--- src/rtl/pipe_hazard_ctrl.sv ---
// Pipeline hazard controller: memory-wait stall, branch flush, load-use bubble.
// Optional stall-cycle counter enabled by defining PIPE_HAZARD_PERF_CNT_EN.
module pipe_hazard_ctrl #(
    parameter int REG_AW       = 4,
    parameter int WAIT_TIMEOUT = 255
) (
    input  logic              clk,
    input  logic              rst,
    input  logic [REG_AW-1:0] id_src1,
    input  logic [REG_AW-1:0] id_src2,
    input  logic              id_two_src,
    input  logic [REG_AW-1:0] ex_dest,
    input  logic              ex_mem_read,
    input  logic              branch_taken,
    input  logic              mem_req,
    input  logic              mem_ready,
    output logic              pc_freeze,
    output logic              ifid_freeze,
    output logic              ifid_flush,
    output logic              idex_freeze,
    output logic              idex_flush,
    output logic              exmem_freeze,
    output logic              mem_abort,
    output logic              timeout_err
`ifdef PIPE_HAZARD_PERF_CNT_EN
    ,
    output logic [15:0]       stall_cycles
`endif
);

    typedef enum logic {
        RUN,
        MEM_WAIT
    } state_t;

    localparam logic [15:0] TMO = 16'(WAIT_TIMEOUT);

    state_t      state_q, state_d;
    logic [15:0] wait_cnt_q, wait_cnt_d;
    logic        timeout_err_q, timeout_err_d;
    logic        load_use;
    logic        src1_hit;
    logic        src2_hit;

    // Load-use: EX load writes a register the ID instruction reads (x0 excluded).
    always_comb begin
        src1_hit = (ex_dest == id_src1);
        src2_hit = id_two_src && (ex_dest == id_src2);
        load_use = ex_mem_read && (ex_dest != '0) && (src1_hit || src2_hit);
    end

    // Hazard decode and next-state logic; outputs are combinational.
    always_comb begin
        pc_freeze     = 1'b0;
        ifid_freeze   = 1'b0;
        ifid_flush    = 1'b0;
        idex_freeze   = 1'b0;
        idex_flush    = 1'b0;
        exmem_freeze  = 1'b0;
        mem_abort     = 1'b0;
        state_d       = state_q;
        wait_cnt_d    = wait_cnt_q;
        timeout_err_d = timeout_err_q;

        unique case (state_q)
            RUN: begin
                if (mem_req && !mem_ready) begin
                    pc_freeze    = 1'b1;
                    ifid_freeze  = 1'b1;
                    idex_freeze  = 1'b1;
                    exmem_freeze = 1'b1;
                    state_d      = MEM_WAIT;
                    wait_cnt_d   = 16'd1;
                end else if (branch_taken) begin
                    ifid_flush = 1'b1;
                    idex_flush = 1'b1;
                end else if (load_use) begin
                    pc_freeze   = 1'b1;
                    ifid_freeze = 1'b1;
                    idex_flush  = 1'b1;
                end
            end
            MEM_WAIT: begin
                if (mem_ready) begin
                    // Access completes: resolve as RUN without the memory stall.
                    state_d    = RUN;
                    wait_cnt_d = '0;
                    if (branch_taken) begin
                        ifid_flush = 1'b1;
                        idex_flush = 1'b1;
                    end else if (load_use) begin
                        pc_freeze   = 1'b1;
                        ifid_freeze = 1'b1;
                        idex_flush  = 1'b1;
                    end
                end else if (wait_cnt_q == TMO) begin
                    // Give up: release the pipe and flag the error.
                    mem_abort     = 1'b1;
                    timeout_err_d = 1'b1;
                    state_d       = RUN;
                    wait_cnt_d    = '0;
                end else begin
                    pc_freeze    = 1'b1;
                    ifid_freeze  = 1'b1;
                    idex_freeze  = 1'b1;
                    exmem_freeze = 1'b1;
                    wait_cnt_d   = wait_cnt_q + 16'd1;
                end
            end
            default: begin
                state_d    = RUN;
                wait_cnt_d = '0;
            end
        endcase
    end

    assign timeout_err = timeout_err_q;

    // State, wait counter and sticky timeout flag.
    always_ff @(posedge clk or posedge rst) begin
        if (rst) begin
            state_q       <= RUN;
            wait_cnt_q    <= '0;
            timeout_err_q <= 1'b0;
        end else begin
            state_q       <= state_d;
            wait_cnt_q    <= wait_cnt_d;
            timeout_err_q <= timeout_err_d;
        end
    end

`ifdef PIPE_HAZARD_PERF_CNT_EN
    logic [15:0] stall_q;

    // Saturating count of cycles with the PC held.
    always_ff @(posedge clk or posedge rst) begin
        if (rst) begin
            stall_q <= '0;
        end else if (pc_freeze && (stall_q != 16'hFFFF)) begin
            stall_q <= stall_q + 16'd1;
        end
    end

    assign stall_cycles = stall_q;
`endif

endmodule

--- config.mk ---
export PLATFORM = sky130hd
export DESIGN_NAME = pipe_hazard_ctrl
export DESIGN_NICKNAME = d
export VERILOG_FILES = /design/src/rtl/pipe_hazard_ctrl.sv
export SDC_FILE = /design/constraint.sdc
export NUM_CORES = 1
export LEC_CHECK = 0
export ABC_AREA = 1
export CORE_AREA = 8 8 61 63
export CTS_BUF_LIST = sky130_fd_sc_hd__clkbuf_2 sky130_fd_sc_hd__clkbuf_4 sky130_fd_sc_hd__clkbuf_8
export DETAILED_ROUTE_END_ITERATION = 8
export DIE_AREA = 0 0 69 71
export GPL_TIMING_DRIVEN = 0
export HOLD_SLACK_MARGIN = 0.12
export PLACE_DENSITY_LB_ADDON = 0.15
export SLEW_MARGIN = 0
export SYNTH_ARGS = -nofsm -noshare
export SYNTH_HDL_FRONTEND = slang
export SYNTH_SLANG_ARGS = --single-unit
--- constraint.sdc ---
create_clock -name clk -period 1.6 [get_ports clk]
set_input_delay 0.32 -clock clk [delete_from_list [all_inputs] [get_ports clk]]
set_output_delay 0.32 -clock clk [all_outputs]
set_load 0.03 [all_outputs]
**Yosys cells after proc, flatten, opt, wreduce, memory -nomap -nowiden**

Cells that the tools add are included.
Widths: inputs -> output; s select.

- Add/sub/neg operators: 1
- Eq/ne operators: 4
- Multiplexer cells: 24
- Bitwise gates (word level): 2
- Reductions and logical operators: 8

Operators by type and width:

| cell | number |
|---|---|
| $mux 16 | 3 |
| $pmux 16 s2 | 1 |
| $add 16x1->16 const B | 1 |
| $eq 16x8->1 const B | 1 |
| $mux 1 | 16 |
| $eq 4x4->1 | 2 |
| $pmux 1 s2 | 4 |
| $logic_and 1x1->1 | 4 |
| $reduce_bool 4->1 | 1 |
| $reduce_and 3->1 | 1 |
| $ne 2x2->1 const B | 1 |
| $not 1->1 | 2 |
| $logic_not 1->1 | 1 |
| $logic_or 1x1->1 | 1 |

- Register bits: 18
- Input bits: 19
- Output and inout bits: 8
- Word-level logic and storage cells: 42

**Longest topological paths before layout**

Gate-level depths: netlist of run 1.

- Depth in word-level cells: 8
- Mapped depth: 9

**Least setup slack after synthesis of run 1**

OpenSTA, ideal clock, no wires.

- Path type: flip-flop to output port
- Start: register wait_cnt_q[0]
- End: output pc_freeze
- Arrival time: 1835 ps
- Required time: 1280 ps
- Slack: -555 ps
- Stages on the path, launching flop included: 8
- Cells stage by stage: dfrtp_1 ha_1 nand3_2 nor2_4 nand2_2 a21oi_1 a21oi_1 buf_4

- Longest elaborated chain between the ends: 4

RTL lines:

| item | line | RTL |
|---|---|---|
| start: declaration | 39 | `logic [15:0] wait_cnt_q, wait_cnt_d;` |
| start signal: assignment | 127 | `wait_cnt_q <= wait_cnt_d;` |
| $eq 16x8->1 | 96 | `end else if (wait_cnt_q == TMO) begin` |
| $mux 1 (2 in series) | n/a |  |
| $pmux 1 s2 | n/a |  |
| end: declaration | 17 | `output logic pc_freeze,` |

Every way passes these cells.

**Worst setup path after layout of run 1**

- Start: register wait_cnt_q[8]
- End: output idex_freeze

- Longest elaborated chain between the ends: 4

RTL lines:

| item | line | RTL |
|---|---|---|
| $eq 16x8->1 | 96 |  |
| $mux 1 | 96 |  |
| $mux 1 | 84 | `if (mem_ready) begin` |
| $pmux 1 s2 | 65 | `unique case (state_q)` |
| end: declaration | 20 | `output logic idex_freeze,` |

Every way passes these cells.

==> impl_metrics.ini, run 1 <==
[run_status]
status = complete, but fails checks
violations = negative setup slack

[sta]
max_slew_margin = 0.522
finalWorstSetupSlack_ns = -0.447
max_freq_mhz = 488
worst_pin_slew_ns = 0.717
slew_violations = 0
min_period_over_period = 1.28
post-route-min-period_ns = 2.05
setup-violations-final = 8
rsz0062_at_grt = yes
tns_ns = -2.37
clock_skew_ns = 0.00981
hold_violations = 0

[clocking]
tritoncts = yes
path_clk_slew_ns = 0.11
cts_hold_buf = 0
clockRootBuffer = clkbuf_4
clkLatencyLatePin_ns = 0.30
clock-sinks = 18
htreeDepth = 1
cts_inserted_buffers = 3
clock_path_buffers = 2

[placed_design]
preCtsSetupSlack_ns = -1.05
placed_cells = 237
io_buffers = 26
gp_congestion = 0.802
place_hpwl_um = 2270

[critical_path]
crit_arrival_ns = 1.73
r2r_end = state_q$_DFF_PP0_
critPathCaptureType = output pin
critical_path_class = reg -> out
critical_path_required_ns = 1.28
worst_setup_path_start_kind = flip-flop
r2r_slack_ns = -0.38
rr_worst_depth = 12
crit_path_max_fanout = 4
rr_startpoint = wait_cnt_q[8]$_DFFE_PP0P_

[logic_synthesis]
synth_area_per_cell_sq_um = 7.02
syn_nets = 198
synthCells = 178
synthesis.area_sq_um = 1250
yosys.cell_types.count = 26
ys_seq_area_frac = 0.361
synth_warnings = 0
ys_ff_latch = 18

[drt]
wl_per_cell_um = 13.0
drc = 0
wl_um = 3470
viasPerCell = 4.76
detail-route-antenna-nets = 0
num_vias = 1272
drtIter0Drc = 52
drt_pass1_iterations = 4

[floorplan]
placementRows = 20
dieArea_sq_um = 4900
die_w_um = 69
design.portCount = 27
fp.coreArea_sq_um = 2850
start_util = 0.438
dieHeight_um = 71

[pwr]
power.density_nw_per_um2 = 634
power.leakage_nw = 0.952
power_mw = 1.19
max-vdd-ir-drop_mv = 0.528

[global_routing]
grt_max_degree = 19
grt_antenna_before_repair = 0
grt.total_usage = 0.137
first_global_vias = 1263
grt_remaining_overflow = 0
grt_pass1_wl_um = 5630

[layout]
nNetsFinal = 255
final_cell_mix = nand2_1 (47), buf_4 (25), inv_1 (24)
diodes = 0
fillCellCount = 236
regArea_sq_um = 452
synthToLayoutAreaGrowth_pct = 50.5
postLayoutCoreUtil = 0.659
drive_gt1_frac = 0.325
instances_no_fill = 267
layout_commonest_cell = nand2_1
multiInputGateArea_sq_um = 768

[flow_run]
cap_violations = 0

[hold_path]
min_path_type = in -> async
-- how the worst max path moves through the flow --
stage | endpoint | from
after floorplan | pc_freeze | wait_cnt_q[5]$_DFFE_PP0P_
after global placement | pc_freeze | ex_dest[2]
after detailed placement | pc_freeze | ex_dest[2]
after CTS | pc_freeze | wait_cnt_q[0]$_DFFE_PP0P_
after global routing | idex_freeze | wait_cnt_q[5]$_DFFE_PP0P_
final | idex_freeze | wait_cnt_q[8]$_DFFE_PP0P_
-- cell type report --
cell class / count / share of cell area
multi-input cells: 128 / 0.409
flip-flops and latches: 18 / 0.240
repair buffers: 52 / 0.236
inverters: 30 / 0.0613
well taps: 33 / 0.0220
clock buffers: 4 / 0.0193
plain buffers: 2 / 0.0120
-- state kept, by name, indices dropped and copies added (netlist names) --
signal,flops
timeout_err,1
wait_cnt_q,16
state_q,1
-- through the flow --
stage                     hold WS, ns  area, sq um
final                           0.423         1880
after global routing            0.485         1880
after CTS                       0.445         1810
after detailed placement        0.452         1600
after global placement          0.449         1600
after floorplan                 0.259         1300
-- metal layers --
layer,global-route usage,part of all wire,vias to the layer above,wire length [um]
li1,-,-,663,-
met1,0.153,0.44,589,1540
met2,0.257,0.53,18,1830
met3,0.0252,0.023,2,81
met4,0.0342,0.0046,0,16
met5,0,0,-,0
-- cell families (layout without fill, tap and decap cells) --
group                      Yosys count  after routing  share of synthesized area
buffers and inverters               32             88                      0.104
adders and majority gates            1              1                     0.0100
DFF                                 18             18                      0.361
AOI/OAI and AO/OA                   15             15                     0.0641
and+or+nand+nor                    104            104                      0.405
xor gates and xnor gates             8              8                     0.0561
-- what timing repair did --
item                                   4_1_cts  5_1_grt
cloned                                       0        0
gates resized for setup                     89       14
setup buffers                               21        6
setup endpoints to repair                    8       13
endpoints found under the hold margin        0        0
pin swaps                                   16       10
-- critical path, stage by stage (launching register included) --
cell,delay [ns]
dfrtp_1,0.43
nor2_1,0.12
nand2_1,0.07
nor2_1,0.18
nand2_4,0.10
a21oi_4,0.19
inv_2,0.09
buf_6,0.12
buf_6,0.13
-- synth_stat cells, drive strengths merged --
cell type	n	area (sq um)
nand3b	1	7.51
nand2	54	218
dfrtp	18	450
nor2	27	148
nand4	1	6.26
inv	30	115
nor3	4	25.0
a21oi	4	20.0
a21boi	1	7.51
nand3	16	95.1
xnor2	3	26.3
xor2	5	43.8
ha	1	12.5
o211ai	1	7.51
or2	1	6.26
buf	2	15.0
o21ai	9	45.0
-- power breakdown --
part | total [mW] | switching (mW) | leakage [nW] | internal (mW)
sequential | 0.496 | 0.0218 | 0.244 | 0.474
clock | 0.290 | 0.151 | 0.0210 | 0.139
combinational | 0.405 | 0.206 | 0.687 | 0.199
Power figures use the tool's default switching activity.
==> inputs of run 2 (changes only) <==
--- a/config.mk
+++ b/config.mk
@@ -6,10 +6,11 @@
 export NUM_CORES = 1
 export LEC_CHECK = 0
 export ABC_AREA = 1
-export CORE_AREA = 8 8 61 63
+export CAP_MARGIN = 5
+export CORE_AREA = 10 10 63 65
 export CTS_BUF_LIST = sky130_fd_sc_hd__clkbuf_2 sky130_fd_sc_hd__clkbuf_4 sky130_fd_sc_hd__clkbuf_8
 export DETAILED_ROUTE_END_ITERATION = 8
-export DIE_AREA = 0 0 69 71
+export DIE_AREA = 0 0 73 75
 export GPL_TIMING_DRIVEN = 0
 export HOLD_SLACK_MARGIN = 0.12
 export PLACE_DENSITY_LB_ADDON = 0.15
==> impl_metrics.ini, run 2 (same netlist as run 1, synthesis figures left out) <==
[run_status]
status = complete, but fails checks
violations = negative setup slack

[sta]
setup-violations-final = 8
finalWorstSetupSlack_ns = -0.457
max_slew_margin = 0.525
min_period_over_period = 1.29
hold_slack_ns = 0.435
tns_ns = -2.42
clock_skew_ns = 0.00576
rsz0062_at_grt = yes
slew_violations = 0
worst_pin_slew_ns = 0.711
hold_violations = 0
post-route-min-period_ns = 2.06
max_freq_mhz = 486

[drt]
num_vias = 1330
drtIter0Drc = 56
wl_per_cell_um = 14.8
detail-route-antenna-nets = 0
wl_um = 3880
drc = 0
viasPerCell = 5.08
drt_pass1_iterations = 4

[clocking]
clockRootBuffer = clkbuf_4
tritoncts = yes
htreeDepth = 1
cts_inserted_buffers = 3
clock-sinks = 18
path_clk_slew_ns = 0.11
clkLatencyLatePin_ns = 0.30
cts_hold_buf = 0
clock_path_buffers = 2

[critical_path]
crit_path_max_fanout = 3
max_stage_delay_ns = 0.40
crit_arrival_ns = 1.74
slowest_stage = dfrtp_1
crit_chain = nand2_2, nor2_4, nand2_4, nor2_4, nand2_4, a21oi_4, a21oi_4, buf_6, buf_6
critical_path_class = reg -> out
critical_path_required_ns = 1.28
critPathCaptureType = output pin
worst_setup_path_start_kind = flip-flop

[layout]
postLayoutCoreUtil = 0.692
multiInputGateArea_sq_um = 792
final_cell_mix = nand2_1 (43), buf_4 (24), inv_1 (21)
nNetsFinal = 253
top_register = wait_cnt_q
layout_commonest_cell = nand2_1
drive_gt1_frac = 0.390
regArea_sq_um = 452
synthToLayoutAreaGrowth_pct = 50.1
instances_no_fill = 262
largest_reg_flops = 16
diodes = 0
fillCellCount = 214
fin_area_sq_um = 1870

[pwr]
power_mw = 1.13
power.leakage_nw = 0.952
power.density_nw_per_um2 = 604
max-vdd-ir-drop_mv = 0.514

[global_routing]
grt_max_degree = 19
grt_antenna_before_repair = 0
grt_remaining_overflow = 0
first_global_vias = 1345
grt.total_usage = 0.135
grt_pass1_wl_um = 6090

[floorplan]
dieHeight_um = 75
fp.coreArea_sq_um = 2710
die_w_um = 73
placementRows = 19
design.portCount = 27
dieArea_sq_um = 5480
start_util = 0.461

[hold_path]
min_path_type = in -> async

[flow_run]
cap_violations = 0

[placed_design]
post_dp_cell_area_sq_um = 1600
gp_congestion = 0.879
placed_cells = 235
io_buffers = 26
place_hpwl_um = 2440
preCtsSetupSlack_ns = -1.06
-- run 2: cell count changes in the layout (fill, tap and decap cells not counted), moves of 3 or more --
cell	before	now
dlygate4sd2_1	8	3
clkbuf_2	0	4
nand2_1	47	43
inv_1	24	21
nor2_2	2	5
clkdlybuf4s15_1	5	1
nand2_2	3	7
buf_6	9	16
-- run 2: layout make-up --
| class | instances | share of cell area |
|---|---|---|
| Clock buffer | 3 | 0.0120 |
| Multi-Input combinational cell | 128 | 0.423 |
| Sequential cell | 18 | 0.241 |
| Buffer | 2 | 0.0120 |
| Timing Repair Buffer | 50 | 0.229 |
| Inverter | 30 | 0.0628 |
| Tap cell | 31 | 0.0207 |
-- run 2: timing repair --
| item | 4_1_cts | 5_1_grt |
|---|---|---|
| buffers inserted | 15 | 9 |
| pin swaps | 18 | 20 |
| setup endpoints to repair | 8 | 11 |
| resized for setup | 96 | 46 |
-- run 2: final timing paths --
| kind | endpoint | slack [ns] | cells past startpoint | startpoint |
|---|---|---|---|---|
| max | pc_freeze | -0.46 | 9 | wait_cnt_q[4]$_DFFE_PP0P_ |
| min | wait_cnt_q[1]$_DFFE_PP0P_ | 0.43 | 2 | rst |
| max reg2reg | state_q$_DFF_PP0_ | -0.29 | 12 | wait_cnt_q[4]$_DFFE_PP0P_ |
| min reg2reg | timeout_err$_DFFE_PP0P_ | 0.51 | 1 | timeout_err$_DFFE_PP0P_ |
| max in group asynchronous | wait_cnt_q[0]$_DFFE_PP0P_ | 0.68 | 2 | rst |
| min in group clk | timeout_err$_DFFE_PP0P_ | 0.51 | 1 | timeout_err$_DFFE_PP0P_ |
-- run 2: report_power, final --
part           internal (mW)  switching [mW]
clock network         0.0877           0.147
logic                  0.193           0.209
registers              0.474          0.0210
-- run 2: per-layer routing --
metal / up-vias / wire [um] / GRT usage
li1: 659 / - / -
met1: 620 / 1590 / 0.154
met2: 43 / 2000 / 0.246
met3: 8 / 204 / 0.0329
met4: 0 / 78 / 0.0338
met5: - / 0 / 0
-- run 2: worst max-delay path: cells and delay by family (launching register included) --
family	cells	cell delay [ns]
compound gates	2	0.26
simple gates	5	0.53
buf+inv	2	0.24
flops	1	0.40
